==> config.mk <==
export PLATFORM = sky130hd
export DESIGN_NAME = vram_arbiter
export DESIGN_NICKNAME = d
export VERILOG_FILES = /design/src/rtl/vram_arbiter.sv
export SDC_FILE = /design/constraint.sdc
export NUM_CORES = 1
export LEC_CHECK = 0
export BUFFER_PORTS_ARGS = -buffer_cell sky130_fd_sc_hd__buf_2
export CAP_MARGIN = 30
export CORE_ASPECT_RATIO = 0.8
export CORE_MARGIN = 8
export CORE_UTILIZATION = 45
export DETAILED_ROUTE_END_ITERATION = 7
export PLACE_DENSITY = 0.74
export SLEW_MARGIN = 5
export SYNTH_ARGS = -nofsm -noshare
export SYNTH_HDL_FRONTEND = slang
export SYNTH_SLANG_ARGS = --single-unit
==> constraint.sdc <==
create_clock -name clk -period 3 [get_ports clk]
set_clock_uncertainty 0.1 [all_clocks]
set_input_delay 0.45 -clock clk [delete_from_list [all_inputs] [get_ports clk]]
set_output_delay 0.45 -clock clk [all_outputs]
set_load 0.05 [all_outputs]
==> src/rtl/vram_arbiter.sv <==
// Text-mode VRAM arbiter: interleaves character-code fetches for the display
// with host read/write accesses on a single-port synchronous RAM.
module vram_arbiter #(
  parameter int unsigned H_TOTAL  = 800,
  parameter int unsigned H_ACTIVE = 640,
  parameter int unsigned V_TOTAL  = 525,
  parameter int unsigned V_ACTIVE = 480,
  parameter int unsigned COLS     = 80
) (
  input  logic        clk,
  input  logic        rst_n,
  input  logic [9:0]  hpos,
  input  logic [9:0]  vpos,
  input  logic        host_req,
  input  logic        host_we,
  input  logic [11:0] host_addr,
  input  logic [7:0]  host_wdata,
  output logic        host_ack,
  output logic [7:0]  host_rdata,
  output logic        ram_en,
  output logic        ram_we,
  output logic [11:0] ram_addr,
  output logic [7:0]  ram_wdata,
  input  logic [7:0]  ram_rdata,
  output logic [7:0]  char_code,
  output logic [3:0]  glyph_row
);

  localparam int unsigned PW = 10;
  localparam int unsigned AW = 12;
  localparam int unsigned DW = 8;
  localparam int unsigned GW = 4;

  typedef enum logic [1:0] {
    S_IDLE = 2'd0,
    S_WAIT = 2'd1,
    S_ACK  = 2'd2
  } state_t;

  state_t          state_q, state_d;
  logic            host_ack_q, host_ack_d;
  logic [DW-1:0]   host_rdata_q, host_rdata_d;
  logic [DW-1:0]   char_code_q, char_code_d;
  logic [GW-1:0]   glyph_row_q, glyph_row_d;
  logic [AW-1:0]   row_base_q, row_base_d;
  logic            fetch_pend_q, fetch_pend_d;

  logic [PW-1:0]   next_line;
  logic            line_end;
  logic            slot_eol;
  logic            slot_col;
  logic            fetch_slot;
  logic [AW-1:0]   fetch_addr;
  logic            host_grant;

  // Fetch-slot decode: end-of-line prefetch of column 0, or mid-line column fetch.
  always_comb begin
    next_line  = (vpos == PW'(V_TOTAL - 1)) ? '0 : vpos + PW'(1);
    line_end   = (hpos == PW'(H_TOTAL - 2));
    slot_eol   = line_end && (next_line < PW'(V_ACTIVE));
    slot_col   = (hpos[2:0] == 3'd6) && (hpos < PW'(H_ACTIVE - 8)) &&
                 (vpos < PW'(V_ACTIVE));
    fetch_slot = slot_eol || slot_col;
  end

  // Row counters advance at line end; the prefetch uses the post-update base.
  always_comb begin
    glyph_row_d = glyph_row_q;
    row_base_d  = row_base_q;
    if (line_end) begin
      if (next_line == '0) begin
        glyph_row_d = '0;
        row_base_d  = '0;
      end else begin
        glyph_row_d = glyph_row_q + GW'(1);
        if (glyph_row_q == GW'(15)) begin
          row_base_d = row_base_q + AW'(COLS);
        end
      end
    end
    if (slot_eol) begin
      fetch_addr = row_base_d;
    end else begin
      fetch_addr = row_base_q + AW'(hpos[9:3]) + AW'(1);
    end
  end

  // Host FSM next-state and host-side register inputs; fetch slots take priority.
  always_comb begin
    state_d      = state_q;
    host_grant   = 1'b0;
    host_ack_d   = 1'b0;
    host_rdata_d = host_rdata_q;
    unique case (state_q)
      S_IDLE: begin
        if (host_req && !fetch_slot) begin
          host_grant = 1'b1;
          state_d    = S_WAIT;
        end
      end
      S_WAIT: begin
        host_rdata_d = ram_rdata;
        host_ack_d   = 1'b1;
        state_d      = S_ACK;
      end
      S_ACK: begin
        state_d = S_IDLE;
      end
      default: begin
        state_d = S_IDLE;
      end
    endcase
  end

  // RAM port mux: display fetch, host grant, or idle.
  always_comb begin
    ram_en    = 1'b0;
    ram_we    = 1'b0;
    ram_addr  = '0;
    ram_wdata = '0;
    if (fetch_slot) begin
      ram_en   = 1'b1;
      ram_addr = fetch_addr;
    end else if (host_grant) begin
      ram_en    = 1'b1;
      ram_we    = host_we;
      ram_addr  = host_addr;
      ram_wdata = host_wdata;
    end
  end

  // Character code captures RAM data the cycle after a fetch slot.
  always_comb begin
    fetch_pend_d = fetch_slot;
    char_code_d  = fetch_pend_q ? ram_rdata : char_code_q;
  end

  // State and data registers.
  always_ff @(posedge clk or negedge rst_n) begin
    if (!rst_n) begin
      state_q      <= S_IDLE;
      host_ack_q   <= 1'b0;
      host_rdata_q <= '0;
      char_code_q  <= '0;
      glyph_row_q  <= '0;
      row_base_q   <= '0;
      fetch_pend_q <= 1'b0;
    end else begin
      state_q      <= state_d;
      host_ack_q   <= host_ack_d;
      host_rdata_q <= host_rdata_d;
      char_code_q  <= char_code_d;
      glyph_row_q  <= glyph_row_d;
      row_base_q   <= row_base_d;
      fetch_pend_q <= fetch_pend_d;
    end
  end

  assign host_ack   = host_ack_q;
  assign host_rdata = host_rdata_q;
  assign char_code  = char_code_q;
  assign glyph_row  = glyph_row_q;

endmodule
; ---- After elaboration in Yosys (flattened, before gate mapping)
; Index checks and enable logic that the tools add are counted.
[word_totals]
register_bits = 36
in_bits = 52
out_inout_bits = 43
wordCells = 48
[classes]
n_addsub = 5
n_lt_le_gt_ge = 3
n_eq_ne = 6
muxes = 19
n_reduce_logical = 8
[ops]
columns = cell, n
row1 = 12-bit two-way mux, 6
row2 = 10-bit equality test (second input constant), 2
row3 = 10-bit by 9-bit < comparator with 1-bit output (second input constant), 2
row4 = 8-bit two-way mux, 2
row5 = 12-bit by 1-bit adder with 12-bit output (second input constant), 1
row6 = 12-bit by 7-bit adder with 12-bit output, 1
row7 = 12-bit by 7-bit adder with 12-bit output (second input constant), 1
row8 = 10-bit by 1-bit adder with 10-bit output (second input constant), 1
row9 = 10-bit logical NOT, 1
row10 = 10-bit < comparator (second input constant), 1
row11 = 10-bit two-way mux, 1
row12 = 1-bit two-way mux, 7
row13 = 4-bit by 1-bit adder with 4-bit output (second input constant), 1
row14 = 4-bit equality test (second input constant), 1
row15 = 1-bit logical AND, 4
row16 = 4-bit two-way mux, 1
row17 = 2-bit one-hot mux with 2 select lines, 1
row18 = 3-bit equality test (second input constant), 1
row19 = 2-bit by 1-bit equality test with 1-bit output (second input constant), 1
row20 = 2-bit logical NOT, 1
row21 = 2-bit two-way mux, 1
row22 = 2-bit != test (second input constant), 1
row23 = 1-bit logical NOT, 1
row24 = 1-bit logical OR, 1

; ---- Depth between registers and ports, before layout
; Gate-level depths: netlist of the first run.
[depth]
ltp_word = 11
mapped_depth = 10
ltp_nobuf = 10

; ---- Least setup slack after synthesis of the first run
; Ideal clock, no wire load.
[synth_timing]
kind = flip-flop to output port
startpoint = register glyph_row_q[0] (netlist: glyph_row[0])
endpoint = output port ram_addr[11]
arrival_ns = 3.072
t_required_ns = 2.450
path_slack_ns = -0.622
stages_incl_launch_ff = 8
n_path_buf = 1
cell_sequence = dfrtp_1 -> ha_1 -> nand3_1 -> or4_1 -> buf_2 -> nor3_1 -> xnor2_1 -> o31ai_1
[synth_via]
elab_chain_len = 6
[synth_rtl]
columns = element, line
row1 = start: declaration, 44  ; logic [GW-1:0] glyph_row_q, glyph_row_d;
row2 = start signal: assignment, 153  ; glyph_row_q <= glyph_row_d;
row3 = 4-bit equality test, 76  ; if (glyph_row_q == GW'(15)) begin
row4 = 12-bit two-way mux, 76
row5 = 12-bit two-way mux, 71  ; if (next_line == '0) begin
row6 = 12-bit two-way mux, 70  ; if (line_end) begin
row7 = 12-bit two-way mux, 81  ; if (slot_eol) begin
row8 = 12-bit two-way mux, 121  ; if (fetch_slot) begin
row9 = end: declaration, 22  ; output logic [11:0] ram_addr,
; No other way between the ends.

; ---- Worst setup path in the final report of the first run
[layout_timing]
startpoint = register row_base_q[0]
endpoint = output port ram_addr[8]
[layout_via]
elab_chain_len = 6
word_cells_on_any_way = 8
classes_between = add/sub (3) / mux (5)
[layout_rtl]
columns = element, line
row1 = start: declaration, 45  ; logic [AW-1:0] row_base_q, row_base_d;
row2 = start signal: assignment, 154  ; row_base_q <= row_base_d;
row3 = branches (longest 4 deep; another with 12-bit by 7-bit adder with 12-bit output), --
row4 = 12-bit two-way mux *, 81
row5 = 12-bit two-way mux *, 121
; Mark *: on every way between the ends.

==> out/metrics.yaml, run 1 <==
fillers: 393
final_antenna_net_count: 0
fin_util: 0.713
layout-drive-gt1-share: 0.542
clockBufferDepth: 2
place_congestion: 0.909
reg2regPathDepth: 7
ys_seq_area_frac: 0.364
fmax_mhz: 324
grt_pass1_vias: 2530
cp-startpoint: "row_base_q[0]"
drv_slew: 0
drtPass1Iterations: 4
worst_slew_margin_rel: 0.457
cts_tree: "built"
cp.arrival_ns: 2.54
grt_max_degree: 37
placementRows: 24
die_x_microns: 98.9
fin_total_pwr_mw: 1.71
layout_common_cells: "buf_2 (69), buf_4 (56), dfrtp_1 (36)"
synth_ff_type: "dfrtp_1"
area_growth_pct: 54.8
synth_cell_types: 54
setup_viol: 2
start_util: 0.460
status: "finished with violations"
clock-root-buffer: "clkbuf_8"
die_y_microns: 82.3
ys_async_sr_fraction: 1.00
viasPerCell: 5.56
netlist_instances: 249
period_minus_slack_ns: 3.09
critical_path_class: "reg2out"
port_buffers: 94
insertion_delay_ns: 0.29
pre_cts_ws_ns: -0.316
final.period_utilization: 1.03
die-area_sq_um: 8140
hpwl_microns: 5530
final_hold_viol_count: 0
synth_fp_nets: 313
worstReg2RegStart: "glyph_row[0]"
vdd_ir_drop_max_uv: 180
cts.sinks: 36
violations: "setup timing"
grt_antenna_before_repair: 0
critPathLaunchType: "register"
crit_required_ns: 2.45
r2r_end: "row_base_q[10]"
p_leak_nw: 1.82
wl_microns: 8030
path_clk_slew_ns: 0.08
n_antenna_cell: 0
synth.avg_cell_area_sq_um: 9.94
final_common_cell: "buf_2"
grt_overflow: 0
via_count: 2557
ys_warn_count: 0
end_kind: "primary output"
worstPathMaxFanout: 3
tightest_slew_ns: 0.814
synth_enable_flop_cells: 0
track_usage: 0.182
remaining_drc_errors: 0
ioPinCount: 95
drv_cap: 0
grt_pass1_wl_microns: 12000
synth_seq_cells: 36
detail_route.wl_per_cell_microns: 17.5
reg2reg_slack_ns: 0.94
initialDrtViolationCount: 107
rsz0062_at_grt: "yes"
min_path_type: "in2async"
core_sq_um: 5380
htreeDepth: 2
setup_ws_ns: -0.0863
synthesis.area_sq_um: 2470
numCtsBuffers: 5
nets: 458
powerDensity_nw_per_um2: 446
Yosys cell counts, drive strengths merged, types with 2 or more instances:
cell    instances  area, sq um
a211oi          6         45.0
a21o            2         15.0
a21oi           4         20.0
a221o          11          110
a31oi           2         12.5
and2           11         68.8
and3            3         23.8
and4            3         26.3
buf             6         42.5
clkbuf          3         11.3
dfrtp          36          901
ha             11          138
inv             7         26.3
mux2           17          191
nand2          14         52.6
nand3           4         20.0
nand4           4         25.0
nor2           15         56.3
nor2b          14         87.6
nor3           13         76.3
nor4            4         40.0
o21a            5         37.5
o21ai           7         35.0
o221ai          2         17.5
o22ai           2         12.5
o31a            3         26.3
o31ai           2         15.0
or2             2         12.5
or3             2         12.5
or4             3         26.3
xnor2           8         70.1
xor2            6         52.6
critical path, stage by stage, from the launching register on:
cell and delay, ns:
dfrtp_1 0.39, inv_2 0.08, ha_4 0.13, inv_2 0.04
fa_2 0.34, a211oi_2 0.21, nor2_2 0.09, o31a_1 0.29
o21ai_2 0.15, xnor2_1 0.07, a221o_1 0.30, buf_6 0.16
per-stage QoR:
step	hold WS, ns	cell area, sq um	std cells	setup TNS [ns]
2_1_floorplan	0.0544	2490	249	-0.0611
3_3_place_gp	0.340	3260	435	-2.54
3_5_place_dp	0.347	3260	435	-3.56
4_1_cts	0.164	3550	449	-0.135
5_1_grt	0.200	3830	460	-0.934
6_report	0.148	3830	460	-0.165
layer usage:
layer | up-vias | part of all wire | global-route usage
li1 | 1224 | - | -
met1 | 1238 | 0.43 | 0.208
met2 | 84 | 0.49 | 0.329
met3 | 11 | 0.065 | 0.0544
met4 | 0 | 0.010 | 0.0458
met5 | - | 0 | 0
cells by family (layout without fill, tap and decap cells):
family,count (synthesis),in the layout,share of synthesized area
simple gates,100,102,0.240
compound gates,52,52,0.168
flops,36,36,0.364
mux,18,18,0.0814
buf+inv,17,161,0.0339
xor+xnor,14,14,0.0495
fa+ha+maj,12,12,0.0637
how the worst max path moves through the flow:
stage,end,slack [ns],cells past startpoint
2_1_floorplan,ram_addr[8],-0.01,8
3_3_place_gp,ram_addr[0],-0.24,9
3_5_place_dp,ram_addr[1],-0.32,9
4_1_cts,ram_addr[8],-0.07,11
5_1_grt,ram_addr[6],-0.21,12
6_report,ram_addr[8],-0.09,11
flip-flops by register name (all words and copies together) (netlist names):
| signal | flops |
|---|---|
| row_base_q | 12 |
| char_code | 8 |
| host_rdata | 8 |
| glyph_row | 4 |
| state_q | 2 |
| fetch_pend_q | 1 |
| host_ack | 1 |
layout make-up:
| class | instances | area (sq um) | share of cell area |
|---|---|---|---|
| Clock inverter | 1 | 7.51 | 0.00196 |
| Tap cell | 65 | 81.3 | 0.0212 |
| Sequential cell | 36 | 901 | 0.235 |
| Clock buffer | 7 | 86.3 | 0.0225 |
| Timing Repair Buffer | 145 | 987 | 0.258 |
| Multi-Input combinational cell | 198 | 1740 | 0.453 |
| Inverter | 8 | 31.3 | 0.00816 |
report_power, final:
part           switching [mW]  internal [mW]
combinational           0.508          0.243
sequential             0.0343          0.558
clock                   0.179          0.187
total                   0.722          0.987
what timing repair did:
item,CTS,global route
cloned,1,1
pin swaps,5,5
buffers inserted,5,10
hold buffers,0,0
gates resized for setup,47,56
endpoints found under the setup margin,21,21
No activity file was read; power rests on OpenSTA's default activity.
==> run 2: changes to the inputs <==
--- a/config.mk
+++ b/config.mk
@@ -12,6 +12,7 @@
 export CORE_UTILIZATION = 45
 export DETAILED_ROUTE_END_ITERATION = 7
 export PLACE_DENSITY = 0.74
+export SETUP_SLACK_MARGIN = 0.5
 export SLEW_MARGIN = 5
 export SYNTH_ARGS = -nofsm -noshare
 export SYNTH_HDL_FRONTEND = slang
==> run 2 against run 1 <==
Against the previous run: the flow still finishes with violations (setup timing); core utilization rose by 4.4 points; worst setup slack got worse by 0.12 ns; final area rose by 6.1%; cell count fell by 1.5%; die area did not move; non-clock buffer count fell by 7; clock power fell by 2%; register-to-register slack improved by 0.07 ns; largest power group unchanged.
==> out/metrics.yaml, run 2 (synthesis gave the netlist of run 1 again) <==
fillers: 376  # -4.3%
clock-root-buffer: "clkbuf_8"
p_sw_mw: 0.761  # +5.4%
min_path_type: "in2async"
vdd_ir_drop_max_uv: 478  # +170%
r2r_end: "row_base_q[10]"
htreeDepth: 2  # unchanged
placed_area_sq_um: 3310  # +1.7%
fin_setup_tns_ns: -0.525  # -0.360 ns
cts.sinks: 36  # unchanged
initialDrtViolationCount: 110  # +2.8%
wl_microns: 8700  # +8.2%
p_int_mw: 1.01  # +2.2%
fmax_mhz: 312  # -3.6%
status: "finished with violations"
hpwl_microns: 5750  # +3.9%
area_growth_pct: 64.3
tightest_slew_ns: 0.797  # -0.0170 ns
worstPathMaxFanout: 3  # unchanged
met2_length_microns: 4490  # +14%
switching_share: 0.430  # +0.00744
end_kind: "primary output"
insertion_delay_ns: 0.30  # about the same
crit_required_ns: 2.45  # about the same
viasPerCell: 5.74  # +3.3%
grt_pass1_wl_microns: 13700  # +14%
share_comb_of_total_power: 0.463  # +0.024
grt_antenna_before_repair: 0  # unchanged
cp_slowest_stage_delay_ns: 0.40  # about the same
largest_reg_flops: 12  # unchanged
worst_slew_margin_rel: 0.467  # +0.0102
die_x_microns: 98.9  # unchanged
clkPwrFrac: 0.202  # -0.012
clockBufferDepth: 2  # unchanged
period_minus_slack_ns: 3.20  # +0.117 ns
track_usage: 0.212  # +0.0301
endpoint: "ram_addr[8]"
whs_ns: 0.125  # -0.0229 ns
critPathLaunchType: "register"
path_buf_inv: 3  # unchanged
port_buffers: 94  # unchanged
setup_ws_ns: -0.203  # -0.117 ns
critPathMostFrequentCell: "inv_2"
cts_tree: "built"
nets: 451  # -1.5%
grt_max_degree: 37  # unchanged
wl_met3_microns: 599  # +15%
seqPwrFrac: 0.336  # -0.010
placementRows: 24  # unchanged
largest-register: "row_base_q"
core_sq_um: 5380  # unchanged
setup_viol: 3  # +1
cp.depth: 11  # unchanged
reg2reg_slack_ns: 1.01  # +0.07 ns
via_count: 2602  # +1.8%
numCtsBuffers: 5  # unchanged
rsz0062_at_grt: "yes"
critical_path_class: "reg2out"
regArea_sq_um: 905  # +0.42%
path_clk_slew_ns: 0.08  # about the same
place_congestion: 0.910  # about the same
cp.arrival_ns: 2.65  # +0.11 ns
drv_slew: 0  # unchanged
layout-drive-gt1-share: 0.631  # +0.0897
path_cells: "inv_2, ha_4, inv_2, fa_2, a211oi_2, nor2_2, o31a_1, o21ai_2, xnor2_1, a221o_2, buf_6"
dr.max_layer_used: "met4"
detail_route.wl_per_cell_microns: 19.2  # +9.9%
n_antenna_cell: 0  # unchanged
final_antenna_net_count: 0  # unchanged
fin_area_sq_um: 4070  # +6.1%
multi_input_area_sq_um: 1880  # +8.2%
p_leak_nw: 1.91  # +5.1%
die_y_microns: 82.3  # unchanged
fin_util: 0.756  # +0.0435
ioPinCount: 95  # unchanged
path_delay_family: "compound AO/OA/AOI/OAI gates"
dp_cells: 429  # -1.4%
remaining_drc_errors: 0  # unchanged
layout_common_cells: "buf_2 (66), buf_4 (37), dfrtp_1 (33)"
drv_cap: 0  # unchanged
cp-startpoint: "row_base_q[0]"
final.period_utilization: 1.07  # +0.0389
final_common_cell: "buf_2"
start_util: 0.460  # unchanged
worstReg2RegStart: "glyph_row[1]"
grt_overflow: 0  # unchanged
cpMaxStageDelayCell: "dfrtp_1"
wl_met1_microns: 3430  # -1.4%
fin_cells: 453  # -1.5%
powerDensity_nw_per_um2: 435  # -2.4%
grt_pass1_vias: 2845  # +12%
die-area_sq_um: 8140  # unchanged
violations: "setup timing"
drtPass1Iterations: 4  # unchanged
final_hold_viol_count: 0  # unchanged
reg2regPathDepth: 7  # unchanged
[run 2: cell count changes in the layout (fill, tap and decap cells not counted), moves of 5 or more]
cell	delta
a221o_1	-11
a221o_2	+11
buf_6	-5
buf_8	+21
and2_1	-8
buf_4	-19
and2_4	+8
[run 2: power by group through the flow]
stage                     Clock (mW)  Sequential, mW  Combinational (mW)
final                          0.357           0.594               0.819
after floorplan                    0           0.849               0.263
after CTS                      0.362           0.594               0.808
after global routing           0.380           0.607               0.853
after global placement             0           0.597               0.702
after detailed placement           0           0.603               0.713
[run 2: worst min-delay path by stage]
stage / depth (start not counted) / end / slack (ns) / start
CTS: 1 / row_base_q[2] / 0.17 / rst_n
finish: 1 / row_base_q[2] / 0.12 / rst_n
global placement: 1 / state_q[1] / 0.34 / state_q[1]
floorplan: 0 / char_code[0] / 0.05 / rst_n
global route: 1 / row_base_q[2] / 0.21 / rst_n
detailed placement: 1 / state_q[1] / 0.36 / state_q[1]
[run 2: worst register-to-register path: cells and delay by family (launching register included)]
kind          cells  cell delay (ns)
fa+ha+maj         1             0.16
flops             1             0.42
xor+xnor          1             0.18
simple gates      5             1.09
[run 2: cell type report]
class,instances,share of cell area
inverters,8,0.00769
multi-input cells,198,0.462
clock buffers,5,0.0169
well taps,65,0.0200
repair buffers,138,0.266
flip-flops and latches,36,0.223
clock inverters,3,0.00462
[run 2: what timing repair did]
item | 4_1_cts | 5_1_grt
resized for setup | 122 | 16
hold buffers | 0 | 0
setup buffers | 6 | 7
cloned | 3 | 0
pin swaps | 22 | 6
setup endpoints to repair | 22 | 22
[run 2: metal layers]
layer,global-route usage,vias to the layer above
met2,0.386,92
li1,-,1210
met3,0.0578,13
met4,0.0733,0
met1,0.238,1287
met5,0,-
[run 2: through the flow]
| stage | power [mW] | setup WS, ns |
|---|---|---|
| 2_1_floorplan | 1.11 | 0.0918 |
| 3_3_place_gp | 1.30 | -0.239 |
| 3_5_place_dp | 1.32 | -0.277 |
| 4_1_cts | 1.76 | -0.196 |
| 5_1_grt | 1.84 | -0.261 |
| 6_report | 1.77 | -0.203 |
==> run 3: changes to the inputs <==
--- a/config.mk
+++ b/config.mk
@@ -9,9 +9,8 @@
 export CAP_MARGIN = 30
 export CORE_ASPECT_RATIO = 0.8
 export CORE_MARGIN = 8
-export CORE_UTILIZATION = 45
+export CORE_UTILIZATION = 28
 export DETAILED_ROUTE_END_ITERATION = 7
-export PLACE_DENSITY = 0.74
 export SETUP_SLACK_MARGIN = 0.5
 export SLEW_MARGIN = 5
 export SYNTH_ARGS = -nofsm -noshare
==> run 3 against run 2 <==
Against the previous run: the run still ends with setup timing left; routed wire length increased by 0.61%; count of clock-buffer cells in the layout unchanged; register-to-register slack about the same; final area increased by 3.2%; critical endpoint unchanged; largest power group unchanged.
==> out/metrics.yaml, run 3 (synthesis gave the netlist of run 1 again) <==
status: "finished with violations"
violations: "setup timing"
wl_met3_microns: 463  # -23%
n_antenna_cell: 0  # unchanged
largest_reg_flops: 12  # unchanged
die_y_microns: 100  # +22%
grt_overflow: 0  # unchanged
cts.sinks: 36  # unchanged
p_leak_nw: 1.94  # +1.3%
final.period_utilization: 1.05  # -0.0159
drv_slew: 0  # unchanged
cpMaxStageDelayCell: "dfrtp_1"
die_x_microns: 121  # +22%
drtPass1Iterations: 4  # unchanged
min_path_type: "in2async"
track_usage: 0.138  # -0.0740
grt_pass1_vias: 2660  # -6.5%
fmax_mhz: 317  # +1.5%
worstReg2RegStart: "glyph_row[1]"
end_kind: "primary output"
setup_ws_ns: -0.155  # +0.0478 ns
path_cells: "inv_2, ha_4, inv_2, fa_2, a211oi_2, nor2_2, o31a_1, o21ai_2, xnor2_1, a221o_2, buf_6"
cts_tree: "built"
start_util: 0.290  # -0.170
critPathMostFrequentCell: "inv_2"
hpwl_microns: 6140  # +6.8%
layout_common_cells: "buf_2 (65), buf_4 (52), dfrtp_1 (33)"
path_delay_family: "compound AO/OA/AOI/OAI gates"
final_common_cell: "buf_2"
final_antenna_net_count: 0  # unchanged
reg2reg_slack_ns: 1.00  # about the same
r2r_end: "row_base_q[10]"
tightest_slew_ns: 0.835  # +0.0379 ns
critPathLaunchType: "register"
critical_path_class: "reg2out"
cp.arrival_ns: 2.61  # -0.04 ns
clock-root-buffer: "clkbuf_8"
wl_microns: 8750  # +0.61%
reg2regPathDepth: 7  # unchanged
wl_met1_microns: 3790  # +10%
area_growth_pct: 69.5
port_buffers: 94  # unchanged
initialDrtViolationCount: 103  # -6.4%
fin_total_pwr_mw: 1.85  # +4.4%
clockBufferDepth: 2  # unchanged
vdd_ir_drop_max_uv: 324  # -32%
worstPathMaxFanout: 3  # unchanged
cp_slowest_stage_delay_ns: 0.40  # about the same
fin_setup_tns_ns: -0.441  # +0.0848 ns
remaining_drc_errors: 0  # unchanged
dp_cells: 479  # +12%
path_clk_slew_ns: 0.09  # about the same
path_buf_inv: 3  # unchanged
nets: 462  # +2.4%
core_sq_um: 8520  # +59%
numCtsBuffers: 5  # unchanged
drv_cap: 0  # unchanged
fin_area_sq_um: 4200  # +3.2%
crit_required_ns: 2.45  # about the same
viasPerCell: 4.95  # -14%
dr.max_layer_used: "met4"
place_congestion: 0.814  # -11%
worst_slew_margin_rel: 0.443  # -0.0241
fin_util: 0.492  # -0.264
grt_pass1_wl_microns: 13500  # -1.6%
powerDensity_nw_per_um2: 440  # +1.1%
rsz0062_at_grt: "yes"
die-area_sq_um: 12100  # +49%
fin_cells: 511  # +13%
cts_hold_buf: 0  # unchanged
setup_viol: 4  # +1
largest-register: "row_base_q"
insertion_delay_ns: 0.29  # about the same
final_hold_viol_count: 0  # unchanged
pre_cts_ws_ns: -0.316  # -0.0386 ns
ioPinCount: 95  # unchanged
period_minus_slack_ns: 3.16  # -0.0478 ns
met2_length_microns: 4400  # -1.9%
via_count: 2530  # -2.8%
grt_antenna_before_repair: 0  # unchanged
detail_route.wl_per_cell_microns: 17.1  # -11%
whs_ns: 0.159  # +0.0348 ns
placed_area_sq_um: 3390  # +2.5%
layout-drive-gt1-share: 0.629  # -0.00237
htreeDepth: 2  # unchanged
grt_max_degree: 37  # unchanged
placementRows: 30  # +25%
[run 3: cell count changes in the layout (fill, tap and decap cells not counted), sizes merged]
cell	delta
buf	+11
bufinv	+1
inv	+1
clkinvlp	+1
clkinv	-3
[run 3: layout make-up]
cell class                      instances  area (sq um)
Clock inverter                          3          42.5
Clock buffer                            5          68.8
Inverter                                8          32.5
Timing Repair Buffer                  149          1150
Sequential cell                        36           905
Fill cell                             786          4330
Tap cell                              112           140
Multi-Input combinational cell        198          1860
[run 3: timing repair]
action                                  in CTS  in global routing
resized for setup                           83                 47
cloned                                       3                  0
pin swaps                                   14                  9
buffers inserted                            12                  9
endpoints found under the setup margin      22                 22
[run 3: power by group]
part           internal, mW  switching (mW)  leakage, nW  total (mW)
clock                 0.246           0.191       0.0541       0.438
sequential            0.558          0.0368        0.452       0.595
combinational         0.288           0.527         1.43       0.815
[run 3: how the worst max path moves through the flow]
stage                   end  slack [ns]  cells past startpoint     startpoint
6_report        ram_addr[8]       -0.16                     11  row_base_q[0]
5_1_grt        ram_addr[10]       -0.26                     12  row_base_q[0]
3_5_place_dp    ram_addr[2]       -0.32                      9        vpos[1]
2_1_floorplan   ram_addr[4]        0.09                      8        vpos[5]
3_3_place_gp    ram_addr[0]       -0.28                      9        vpos[1]
4_1_cts         ram_addr[8]       -0.14                     11  row_base_q[0]
[run 3: routing by layer]
layer | global-route usage | vias to the layer above
met4 | 0.0345 | 0
met3 | 0.0426 | 8
met1 | 0.162 | 1232
met5 | 0 | -
met2 | 0.239 | 61
li1 | - | 1229
